===== src/rtl/if_fetch_stage.sv =====
// Instruction-fetch stage: owns the PC, fetches words over a req/ready handshake
// and queues up to two {pc+4, instr} bundles for IF/ID. Optional IF_PERF_CNT_EN enables the pop counter.
module if_fetch_stage #(
    parameter logic [31:0] RESET_PC = 32'h0000_0000
) (
    input  logic        clk,
    input  logic        rst,
    input  logic        stall,
    input  logic        redirect,
    input  logic [31:0] redirect_pc,
    output logic        imem_req,
    output logic [31:0] imem_addr,
    input  logic        imem_ready,
    input  logic [31:0] imem_rdata,
    output logic        out_valid,
    output logic [63:0] out_bundle,
    output logic        if_flush,
    output logic [31:0] perf_fetch_cnt
);

    typedef enum logic [1:0] {S_FETCH, S_FULL, S_DRAIN} state_t;

    typedef struct packed {
        logic [31:0] pc4;
        logic [31:0] instr;
    } fetch_entry_t;

    state_t           state, state_nxt;
    logic [31:0]      pc, pc_nxt;
    logic [31:0]      drain_addr, drain_addr_nxt;
    logic [31:0]      target;
    fetch_entry_t [1:0] q;
    logic             rd_ptr, wr_ptr;
    logic [1:0]       count, count_nxt;
    logic             push, pop;

    assign target = {redirect_pc[31:2], 2'b00};

    // Queue handshakes; rst gating keeps the reset cycle quiet even before registers clear.
    assign out_valid  = !rst && (count != 2'd0);
    assign out_bundle = out_valid ? q[rd_ptr] : 64'd0;
    assign if_flush   = redirect && !rst;
    assign push       = !rst && (state == S_FETCH) && imem_ready && !redirect;
    assign pop        = out_valid && !stall && !redirect;

    always_comb begin
        if (redirect)
            count_nxt = 2'd0;
        else
            count_nxt = count + {1'b0, push} - {1'b0, pop};
    end

    // State register plus PC and drain address.
    always_ff @(posedge clk) begin
        if (rst) begin
            state      <= S_FETCH;
            pc         <= RESET_PC;
            drain_addr <= 32'd0;
        end else begin
            state      <= state_nxt;
            pc         <= pc_nxt;
            drain_addr <= drain_addr_nxt;
        end
    end

    // Next-state logic; redirect wins over everything else.
    always_comb begin
        state_nxt      = state;
        pc_nxt         = pc;
        drain_addr_nxt = drain_addr;
        unique case (state)
            S_FETCH: begin
                if (redirect) begin
                    pc_nxt = target;
                    if (!imem_ready) begin
                        drain_addr_nxt = pc;
                        state_nxt      = S_DRAIN;
                    end
                end else if (imem_ready) begin
                    pc_nxt = pc + 32'd4;
                    if (count_nxt == 2'd2)
                        state_nxt = S_FULL;
                end
            end
            S_FULL: begin
                if (redirect) begin
                    pc_nxt    = target;
                    state_nxt = S_FETCH;
                end else if (pop) begin
                    state_nxt = S_FETCH;
                end
            end
            S_DRAIN: begin
                // The abandoned request must still complete before a new one can go out.
                if (redirect)
                    pc_nxt = target;
                else if (imem_ready)
                    state_nxt = S_FETCH;
            end
            default: state_nxt = S_FETCH;
        endcase
    end

    // Output decode from registered state only.
    always_comb begin
        imem_req  = 1'b0;
        imem_addr = pc;
        if (!rst) begin
            unique case (state)
                S_FETCH: imem_req = 1'b1;
                S_DRAIN: begin
                    imem_req  = 1'b1;
                    imem_addr = drain_addr;
                end
                default: imem_req = 1'b0;
            endcase
        end
    end

    always_ff @(posedge clk) begin
        if (rst) begin
            count  <= 2'd0;
            rd_ptr <= 1'b0;
            wr_ptr <= 1'b0;
        end else if (redirect) begin
            count  <= 2'd0;
            rd_ptr <= 1'b0;
            wr_ptr <= 1'b0;
        end else begin
            count <= count_nxt;
            if (push) begin
                q[wr_ptr] <= '{pc4: pc + 32'd4, instr: imem_rdata};
                wr_ptr    <= ~wr_ptr;
            end
            if (pop)
                rd_ptr <= ~rd_ptr;
        end
    end

`ifdef IF_PERF_CNT_EN
    logic [31:0] perf_cnt;

    always_ff @(posedge clk) begin
        if (rst)
            perf_cnt <= 32'd0;
        else if (pop)
            perf_cnt <= perf_cnt + 32'd1;
    end

    assign perf_fetch_cnt = perf_cnt;
`else
    assign perf_fetch_cnt = 32'd0;
`endif

endmodule


===== config.mk =====
export PLATFORM = sky130hd
export DESIGN_NAME = if_fetch_stage
export DESIGN_NICKNAME = d
export VERILOG_FILES = /design/src/rtl/if_fetch_stage.sv
export SDC_FILE = /design/constraint.sdc
export NUM_CORES = 1
export LEC_CHECK = 0
export CELL_PAD_IN_SITES_DETAIL_PLACEMENT = 0
export CELL_PAD_IN_SITES_GLOBAL_PLACEMENT = 2
export CORE_MARGIN = 8
export CORE_UTILIZATION = 32
export DETAILED_ROUTE_END_ITERATION = 7
export HOLD_SLACK_MARGIN = 0.12
export PLACE_DENSITY = 0.79
export SLEW_MARGIN = 10
export SYNTH_ARGS = -nofsm -noshare
export SYNTH_HDL_FRONTEND = slang
export SYNTH_SLANG_ARGS = --single-unit

===== constraint.sdc =====
create_clock -name clk -period 5.1 [get_ports clk]
set_input_delay 0.765 -clock clk [delete_from_list [all_inputs] [get_ports clk]]
set_output_delay 0.765 -clock clk [all_outputs]
set_load 0.01 [all_outputs]

; Word-level counts from Yosys, hierarchy flattened
; Index checks and enable logic that the tools add are counted.
[word_totals]
reg_bits = 198
inputBits = 69
output_inout_bits = 131
wordCells = 76
[op_classes]
add_sub_neg = 3
order_cmp = 3
n_eq_ne = 10
mux = 24
n_bitwise = 5
n_reduce_logical = 21
[ops]
columns = op, count
row1 = 2-to-1 mux 64 bit, 4
row2 = 2-to-1 mux 32 bit, 5
row3 = bitwise mux 128 bit, 1
row4 = demux 64 bit (select 1 bit), 1
row5 = one-hot mux 32 bit (2 select lines), 1
row6 = adder 32 x 3 -> 32 bit (second input constant), 1
row7 = 2-to-1 mux 2 bit, 9
row8 = inequality test 3 bit (second input constant), 3
row9 = AND reduction 3 bit, 3
row10 = logical AND 1 bit, 8
row11 = one-hot mux 2 bit (3 select lines), 1
row12 = AND reduction 6 bit, 1
row13 = OR reduction 2 bit, 3
row14 = NOT 1 bit, 5
row15 = == test 2 bit (second input constant), 2
row16 = less-than comparator 1 x 2 -> 1 bit (second input constant), 2
row17 = inequality test 2 bit (second input constant), 2
row18 = nonzero test 2 bit, 2
row19 = zero test 1 bit, 3
row20 = inequality test 3 x 2 -> 1 bit (second input constant), 1
row21 = adder 2 x 1 -> 2 bit, 1
row22 = == test 2 x 1 -> 1 bit (second input constant), 1
row23 = zero test 2 bit, 1
row24 = 2-to-1 mux 1 bit, 2
row25 = 3 further kinds, 3

; Longest topological paths before layout
; Gate-level depths: netlist of run 1.
[depth]
ltp_word = 12
depth_mapped = 12
ltp_nobuf = 11

; Worst setup path before layout of run 1
; OpenSTA, ideal clock, no wires.
[synth_path]
path_kind = in2reg
startpoint = input port redirect
endpoint = register q[0] in the netlist's numbering, enable pin
setup_time_ns = 0.482
t_arrival_ns = 3.810
required_ns = 4.618
path_slack_ns = 0.808
stages = 4
n_path_buf = 1
path_cell_list = clkbuf_1 -> nor2_1 -> nand3_1 -> nor2_1
[synth_via]
elab_chain_cells = 3
word_cells_on_any_way = 4
cone_classes = bitwise: 1 / reduce/logical: 3
[synth_lines]
columns = item, line_no
row1 = start: declaration, 9  ; input logic redirect,
row2 = zero test 1 bit, 43  ; assign push = !rst && (state == S_FETCH) && imem_ready && !redirect;
row3 = logical AND 1 bit, 43
row4 = AND reduction 3 bit (no source line) *, n/a
row5 = end signal: indexed assignment, 132  ; q[wr_ptr] <= '{pc4: pc + 32'd4, instr: imem_rdata};
row6 = end: declaration, 32  ; fetch_entry_t [1:0] q;
; Mark *: on every way between the ends. The rest lies on a longest branch, timed or not.
; A chain may end at the register's enable or synchronous reset.

; Worst setup path in the final report of run 1
[layout_path]
startpoint = input port rst
endpoint = output port out_bundle[52]
[layout_via]
elab_chain_cells = 3
[layout_lines]
columns = item, line_no
row1 = start: declaration, 7  ; input logic rst,
row2 = zero test 1 bit, n/a
row3 = logical AND 1 bit, 40  ; assign out_valid = !rst && (count != 2'd0);
row4 = 2-to-1 mux 64 bit, 41  ; assign out_bundle = out_valid ? q[rd_ptr] : 64'd0;
row5 = end: declaration, 16  ; output logic [63:0] out_bundle,
; Every way passes these cells.

==> impl_summary.md, run 1 <==
Synthesis
The number of synthesized flops with an enable pin is 124. The most instantiated library cell after synthesis is sky130_fd_sc_hd__edfxtp_1. The number of synthesis warnings is 0. The primary flip-flop cell chosen by synthesis mapping is sky130_fd_sc_hd__edfxtp_1. The synthesized instance count is 849. The mapped cell area is 9004 um2. The synthesized design devotes to its leading area cell type 41.36% of total area. The total of flip-flops plus latches after synthesis is 190.

The fraction of registers with async set/reset is 0%. The cell accounting for the most synthesized area is sky130_fd_sc_hd__edfxtp_1. Of the synthesized area, sequential elements account for 56.03%. Synthesis instantiated 57 different standard cells from the library. Each instance of the synthesized netlist takes up on average 10.60 um2. By count the netlist is led by sky130_fd_sc_hd__edfxtp_1, sky130_fd_sc_hd__nand2_1, sky130_fd_sc_hd__nor2_1. By area the synthesized netlist is led by sky130_fd_sc_hd__edfxtp_1, sky130_fd_sc_hd__dfxtp_1, sky130_fd_sc_hd__mux2i_1.

Detailed routing
The number of design rule violations left after detail routing is 0. The vias after detailed routing is 6452. Dividing the detail-routed wire length by the instance count gives 18.07 um. For this block, the routed nets add up to 24.66 mm of wire. The first routing iteration left 426 violations. The number of nets with antenna violations after routing is 0. The met2 routed wirelength is 10.88 mm.

The first-pass iteration count of the detailed router is 5. Routed signal wires occupy layers up through met4. The via density per instance is 4.727. The routed length on met3 is 1.418 mm. In the final routing, the length of wire on met1 measures 12.09 mm.

Global routing
Global routing used 14.29% of the available tracks across all layers. The number of antenna violations at the first check in global routing is 0. The wire length of the first global-routing pass is 37.03 mm. The total overflow reported by the global router is 0. The via count of the first global-routing pass is 6306. Entering global routing, the biggest net connects 72 pins.

Timing
The worst slack on hold paths is 452.9 ps. The total negative setup slack is 0 ps. Setup repair after global routing left no endpoint under its margin.

Measured against its own limit, the worst slew margin works out to 33.56%. The count of final hold-check violations came to 0. The final worst-path cycle share is 74.80%. The transition at the pin with the smallest max-transition slack is 996.6 ps.

The achievable frequency is 262.1 MHz. Setup violations remaining at the end of the flow were counted as 0. After layout, the worst setup slack is 1285 ps. The clock period could shrink to 3815 ps. The final clock skew is 15.07 ps. The final-report max-slew violation count is 0.

Min path
The kind of path behind the tightest hold check is flip-flop to flip-flop.

Setup path
The kind of critical path is input pin to output port. At the worst endpoint, the arrival time is 3050 ps. The required time reported for the critical path endpoint is 4340 ps. STA classifies the critical path startpoint as an input pin. The highest net fanout along the worst path is 71. The worst setup path is captured at an output port.

Die
The die is 183.7 um tall. In this run the horizontal extent of the chip is 183.7 um. The number of rows in the core area is 61.

After floorplanning, the core was sized to cover 27780 um2. The die outline area is 33760 um2. The I/O pin count is 200. For this configuration, the core starts out at a cell density of 32.41%.

Clocking
In this run, post-CTS hold repair placed 0 buffers. The CTS tree is yes. The H-tree was split into 4 levels. The clock passes through at most 2 buffers.

Clock-pin slew was measured on the worst setup and hold paths at 70 ps. The sink count of the clock tree is 190. The post-CTS setup buffer count is 0. The root buffer cell chosen for the clock tree is sky130_fd_sc_hd__clkbuf_16. The clock buffer count from CTS is 17. Gates resized during post-CTS repair numbered 0. The clock latency of the later-clocked register in the worst-skew pair is 440 ps.

Placement
Once detailed placement completed, the half-perimeter wirelength came to 17.15 mm. The setup slack after placement is 1124 ps. The weighted congestion reported at the end of routability-driven placement is 0.7949. The number of buffers inserted by port buffering is 161.

Cells and area
Cells with a size suffix above 1 make up 8.409% of the layout. In the final design database the tool counted 1049 nets. From synthesis to final layout, the design area changed by 26.83%. The final antenna diode count is 0.

Pwr
Power spread over the standard cell area amounts to 329.8 nW/um2. The maximum VDD drop is 228.6 uV. In this run the static leakage power is 3.763 nW.

Run
The max-capacitance violation count is 0.

Status
The run finished with clean final reports.
-- layout by cell type (no fill, tap or decap), drive strengths merged, types with 7 or more instances in the layout --
cell,instances
a21oi,54
a22oi,7
a31oi,10
and3,7
buf,13
clkbuf,18
clkdlybuf4s50,160
conb,36
dfxtp,66
edfxtp,124
inv,21
mux2,26
mux2i,64
nand2,108
nand3,23
nand4,12
nor2,100
nor3,10
o21ai,21
xnor2,22
xor2,8
-- sequential cells by signal, indices dropped and copies added, names as in the netlist --
signal,count
wr_ptr,1
pc,30
rd_ptr,1
count,2
q,124
drain_addr,30
state,2
-- where the power goes --
part / switching (mW) / internal [mW] / leakage (nW)
Sequential: 0.0915 / 1.72 / 1.67
Combinational: 0.304 / 0.244 / 1.79
Clock: 0.649 / 0.753 / 0.294
-- path summary, 6_finish.rpt --
check,from,end,slack [ps],depth (start not counted)
min reg2reg,drain_addr[4]$_SDFFE_PP0P_,drain_addr[4]$_SDFFE_PP0P_,450,2
max reg2reg,state[0]$_SDFFE_PP0P_,state[0]$_SDFFE_PP0P_,1960,11
max,rst,out_bundle[52],1290,6
min,drain_addr[4]$_SDFFE_PP0P_,drain_addr[4]$_SDFFE_PP0P_,450,2
-- cell type report --
cell class,count,area (um2)
fill,2694,16360
sequential,190,5049
multi-input combinational,578,3528
timing repair buffer,173,1697
tap,378,473.0
clock buffer,18,429.2
clock inverter,14,191.4
inverter,14,52.55
-- cell families after synthesis --
group	after synthesis	share of synthesized area [%]
fa+ha+maj	6	0.8338
compound gates	124	8.324
xor+xnor	31	3.168
buf+inv	116	6.559
flops	190	56.03
simple gates	291	14.68
mux	90	10.37
other cells	1	0.04165
-- critical path: stages --
cell and delay [ps]:
sky130_fd_sc_hd__buf_2 100, sky130_fd_sc_hd__buf_4 630, sky130_fd_sc_hd__o21bai_4 260, sky130_fd_sc_hd__buf_4 570
sky130_fd_sc_hd__nor2_1 140, sky130_fd_sc_hd__clkdlybuf4s50_1 550
-- per-layer routing --
metal  up-vias  track usage, %
met1      3066           19.98
met3        16           3.379
met2       186           21.85
met5         -               0
li1       3184               -
met4         0           3.808
-- metrics by stage --
step,cells,utilization [%],area (um2),power [mW]
after CTS,1365,41.11,11420,3.803
after global placement,1333,38.87,10800,2.394
after global routing,1365,41.11,11420,3.932
after detailed placement,1333,38.87,10800,2.403
after floorplan,884,-,9135,2.171
final,1365,41.11,11420,3.766
Note: power is estimated with default switching activity, not from simulation.
==> run 2: changes to the inputs <==
clock period = 3.75 ns   (was 5.1 ns; I/O delays follow)
==> impl_summary.md, run 2 (synthesis gave the netlist of run 1 again) <==
Status
The flow ran to the end, and the final reports show no timing, DRC or antenna violations.

Pwr
Dividing total power by cell area gives a power density of 434.8 nW/um2. The power share of the combinational group is 15.5%. VDD sags by at most 296.3 uV. Sequential cells account for 49.2% of the total power. The clock network accounts for 35.4% of the total power. Internal power comes to 3.580 mW. The leakage component of the power is 3.817 nW. In this run the power spent charging and discharging nets is 1.418 mW. The switching portion of total power is 28.37%.

Setup path
The worst setup path is captured at an output port. The most numerous cell type found on the critical path is sky130_fd_sc_hd__inv_1. Walking the worst path, the cells encountered are inv_1 > ha_1 > inv_1 > nor2_2 > buf_12 > mux2_2 > clkdlybuf4s50_1. The count of cells along the worst register-to-register path is 11. The required time reported for the critical path endpoint is 3190 ps. The delay of the slowest critical-path stage is 500 ps. The critical path is of the flip-flop to output port type. The worst register-to-register path has a setup slack of 880 ps.

The critical path data arrival time is 2670 ps. Along the worst path, the maximum fanout reaches 21. The largest individual stage delay along the critical path comes from the cell sky130_fd_sc_hd__nor2_2. The startpoint identified for the worst register-to-register timing path is state[0]$_SDFFE_PP0P_. The startpoint type of the worst setup path is a flip-flop. The endpoint of the worst-slack reg-to-reg timing path is state[0]$_SDFFE_PP0P_.

Clocking
The clock buffer count from CTS is 17. Post-CTS repair changed the size of 0 cells. The sink count of the clock tree is 190.

The tree is rooted in a sky130_fd_sc_hd__clkbuf_16. The largest buffer count on any clock path is 2. The clock latency of the later-clocked register in the worst-skew pair is 430 ps. For this design, the CTS-stage hold fixing added 0 buffers. The post-CTS setup buffer count is 0. After clock tree synthesis, the clock-pin slew on the worst setup and hold paths is 70 ps. The number of levels the H-tree was split into is 4. TritonCTS built the clock tree.

Global routing
Entering global routing, the biggest net connects 66 pins. The total overflow reported by the global router is 0. The overall global routing resource usage is 14.26%.

The first global-routing pass estimated 37.34 mm of wire. The number of antenna violations at the first check in global routing is 0. The via count of the first global-routing pass is 6332.

Detailed routing
Dividing the detail-routed wire length by the instance count gives 17.85 um. The vias after detailed routing is 6515. The via density per instance is 4.735. The count of nets left with antenna violations once routing finished came out at 0. The first routing iteration left 361 violations. The number of design rule violations left after detail routing is 0. The total detailed-routing wirelength is 24.57 mm. The first-pass iteration count of the detailed router is 6.

Cells and area
Cells with a size suffix above 1 make up 9.319% of the layout. Relative to the synthesized area, the layout overhead comes to 27.65%. More flip-flops sit in one register than any other, and that register is q. The register with the most flip-flops in the layout has 124 of them. The number of inserted filler cells in the final layout is 2680. The utilization after layout is 41.37%. Leaving out filler cells and counting taps, the final layout contains 1376. 0 antenna diodes ended up in the layout. The top cell types in the final layout, fill and taps aside, are sky130_fd_sc_hd__clkdlybuf4s50_1, sky130_fd_sc_hd__edfxtp_1, sky130_fd_sc_hd__nand2_1. In the final layout, the registers with the most flip-flops are q (124), drain_addr (30), pc (30).

The library cell used most frequently in the layout, excluding fill and tap cells, is sky130_fd_sc_hd__clkdlybuf4s50_1. After the last flow step, the layout net total stands at 1060.

Timing
For the pin with the worst max-slew slack, the measured transition is 1011 ps. The achievable frequency is 309.6 MHz. The final-report max-slew violation count is 0. The count of final hold-check violations is 0. The final worst-path cycle share is 86.14%. The post-layout minimum cycle time is 3230 ps. Clock skew on the completed layout was measured at 13.00 ps.

Headroom to the max-slew limit came out at 31.90%. Setup repair after global routing left no endpoint under its margin. Setup violations remaining at the end of the flow were counted as 0.

Die
The initial standard-cell utilization of the core is 32.41%. In this run the vertical extent of the chip is 183.7 um. The total area inside the core boundary comes to 27780 um2. 200 I/O pins were placed. The x dimension of the die is 183.7 um. The number of rows in the core area is 61. The die outline area is 33760 um2.

Min path
The worst hold path belongs to the class flip-flop to flip-flop. The worst hold path begins at drain_addr[9]$_SDFFE_PP0P_. Counting instances, the worst hold path has a depth of 2.

The worst hold path terminates at drain_addr[9]$_SDFFE_PP0P_.

Placement
At the end of routability-driven placement, the weighted congestion stood at 0.7960. In this run, placement finished with an instance count of 1344. In this run the tool buffered the top-level ports with 161 buffer cells. The estimated wirelength of the detail-placed design is 17.20 mm.

Run
Max-cap violations in this run came to 0.
==> run 2: changes by cell type in the layout (fill, tap and decap cells not counted), moves of 2 or more <==
cell,previous run,this run
sky130_fd_sc_hd__buf_4,12,20
sky130_fd_sc_hd__buf_12,0,3
sky130_fd_sc_hd__clkinv_4,0,3
sky130_fd_sc_hd__clkinvlp_4,3,0
sky130_fd_sc_hd__bufinv_16,2,0
sky130_fd_sc_hd__inv_6,1,3
==> run 2: worst max-delay path, delay by kind of cell (launching register included) <==
family        cells  cell delay, ps
fa+ha+maj         1             160
buf+inv           4             870
simple gates      1             500
flops             1             330
mux               1             360
==> run 2: area by class of cell <==
type | instances | area, um2 | area share, %
clock buffers | 18 | 429.2 | 3.734
clock inverters | 14 | 145.1 | 1.263
inverters | 14 | 52.55 | 0.4572
multi-input cells | 578 | 3528 | 30.70
flip-flops and latches | 190 | 5049 | 43.93
well taps | 378 | 473.0 | 4.115
repair buffers | 184 | 1817 | 15.81
==> run 2: how the worst max path moves through the flow <==
stage | start | end | slack [ps] | depth (start not counted)
2_1_floorplan | redirect | q[0]$_DFFE_PP_ | -340 | 4
3_3_place_gp | imem_ready | state[0]$_SDFFE_PP0P_ | 520 | 10
3_5_place_dp | redirect | state[0]$_SDFFE_PP0P_ | 500 | 11
4_1_cts | state[0]$_SDFFE_PP0P_ | imem_addr[21] | 480 | 7
5_1_grt | state[0]$_SDFFE_PP0P_ | imem_addr[29] | 330 | 7
6_report | state[0]$_SDFFE_PP0P_ | imem_addr[28] | 520 | 7
==> run 2: power groups by stage <==
stage | registers (mW) | logic (mW) | clock network (mW)
floorplan | 2.43 | 0.520 | 0
CTS | 2.46 | 0.783 | 1.83
detailed placement | 2.50 | 0.775 | 0
global route | 2.47 | 0.853 | 1.89
finish | 2.46 | 0.772 | 1.77
global placement | 2.50 | 0.768 | 0
==> run 2: metrics by stage <==
| stage | hold slack (ps) | instance area, um2 | setup slack (ps) | power (mW) | setup TNS (ps) |
|---|---|---|---|---|---|
| after floorplan | 432.9 | 9135 | -339.8 | 2.953 | -42130 |
| after global placement | 437.9 | 10920 | 523.5 | 3.268 | 0 |
| after detailed placement | 443.2 | 10920 | 497.3 | 3.280 | 0 |
| after CTS | 455.0 | 11490 | 485.0 | 5.065 | 0 |
| after global routing | 476.8 | 11490 | 332.8 | 5.219 | 0 |
| final | 453.1 | 11490 | 519.6 | 4.998 | 0 |
==> run 2: routing by layer <==
metal  vias up  track usage, %  part of all wire, %  routed length, um
li1       3207               -                    -                  -
met1      3098           20.33                   49              11980
met2       201           21.73                   44              10870
met3         9           3.123                  6.3               1546
met4         0           3.324                 0.70                172
met5         -               0                    0                  0
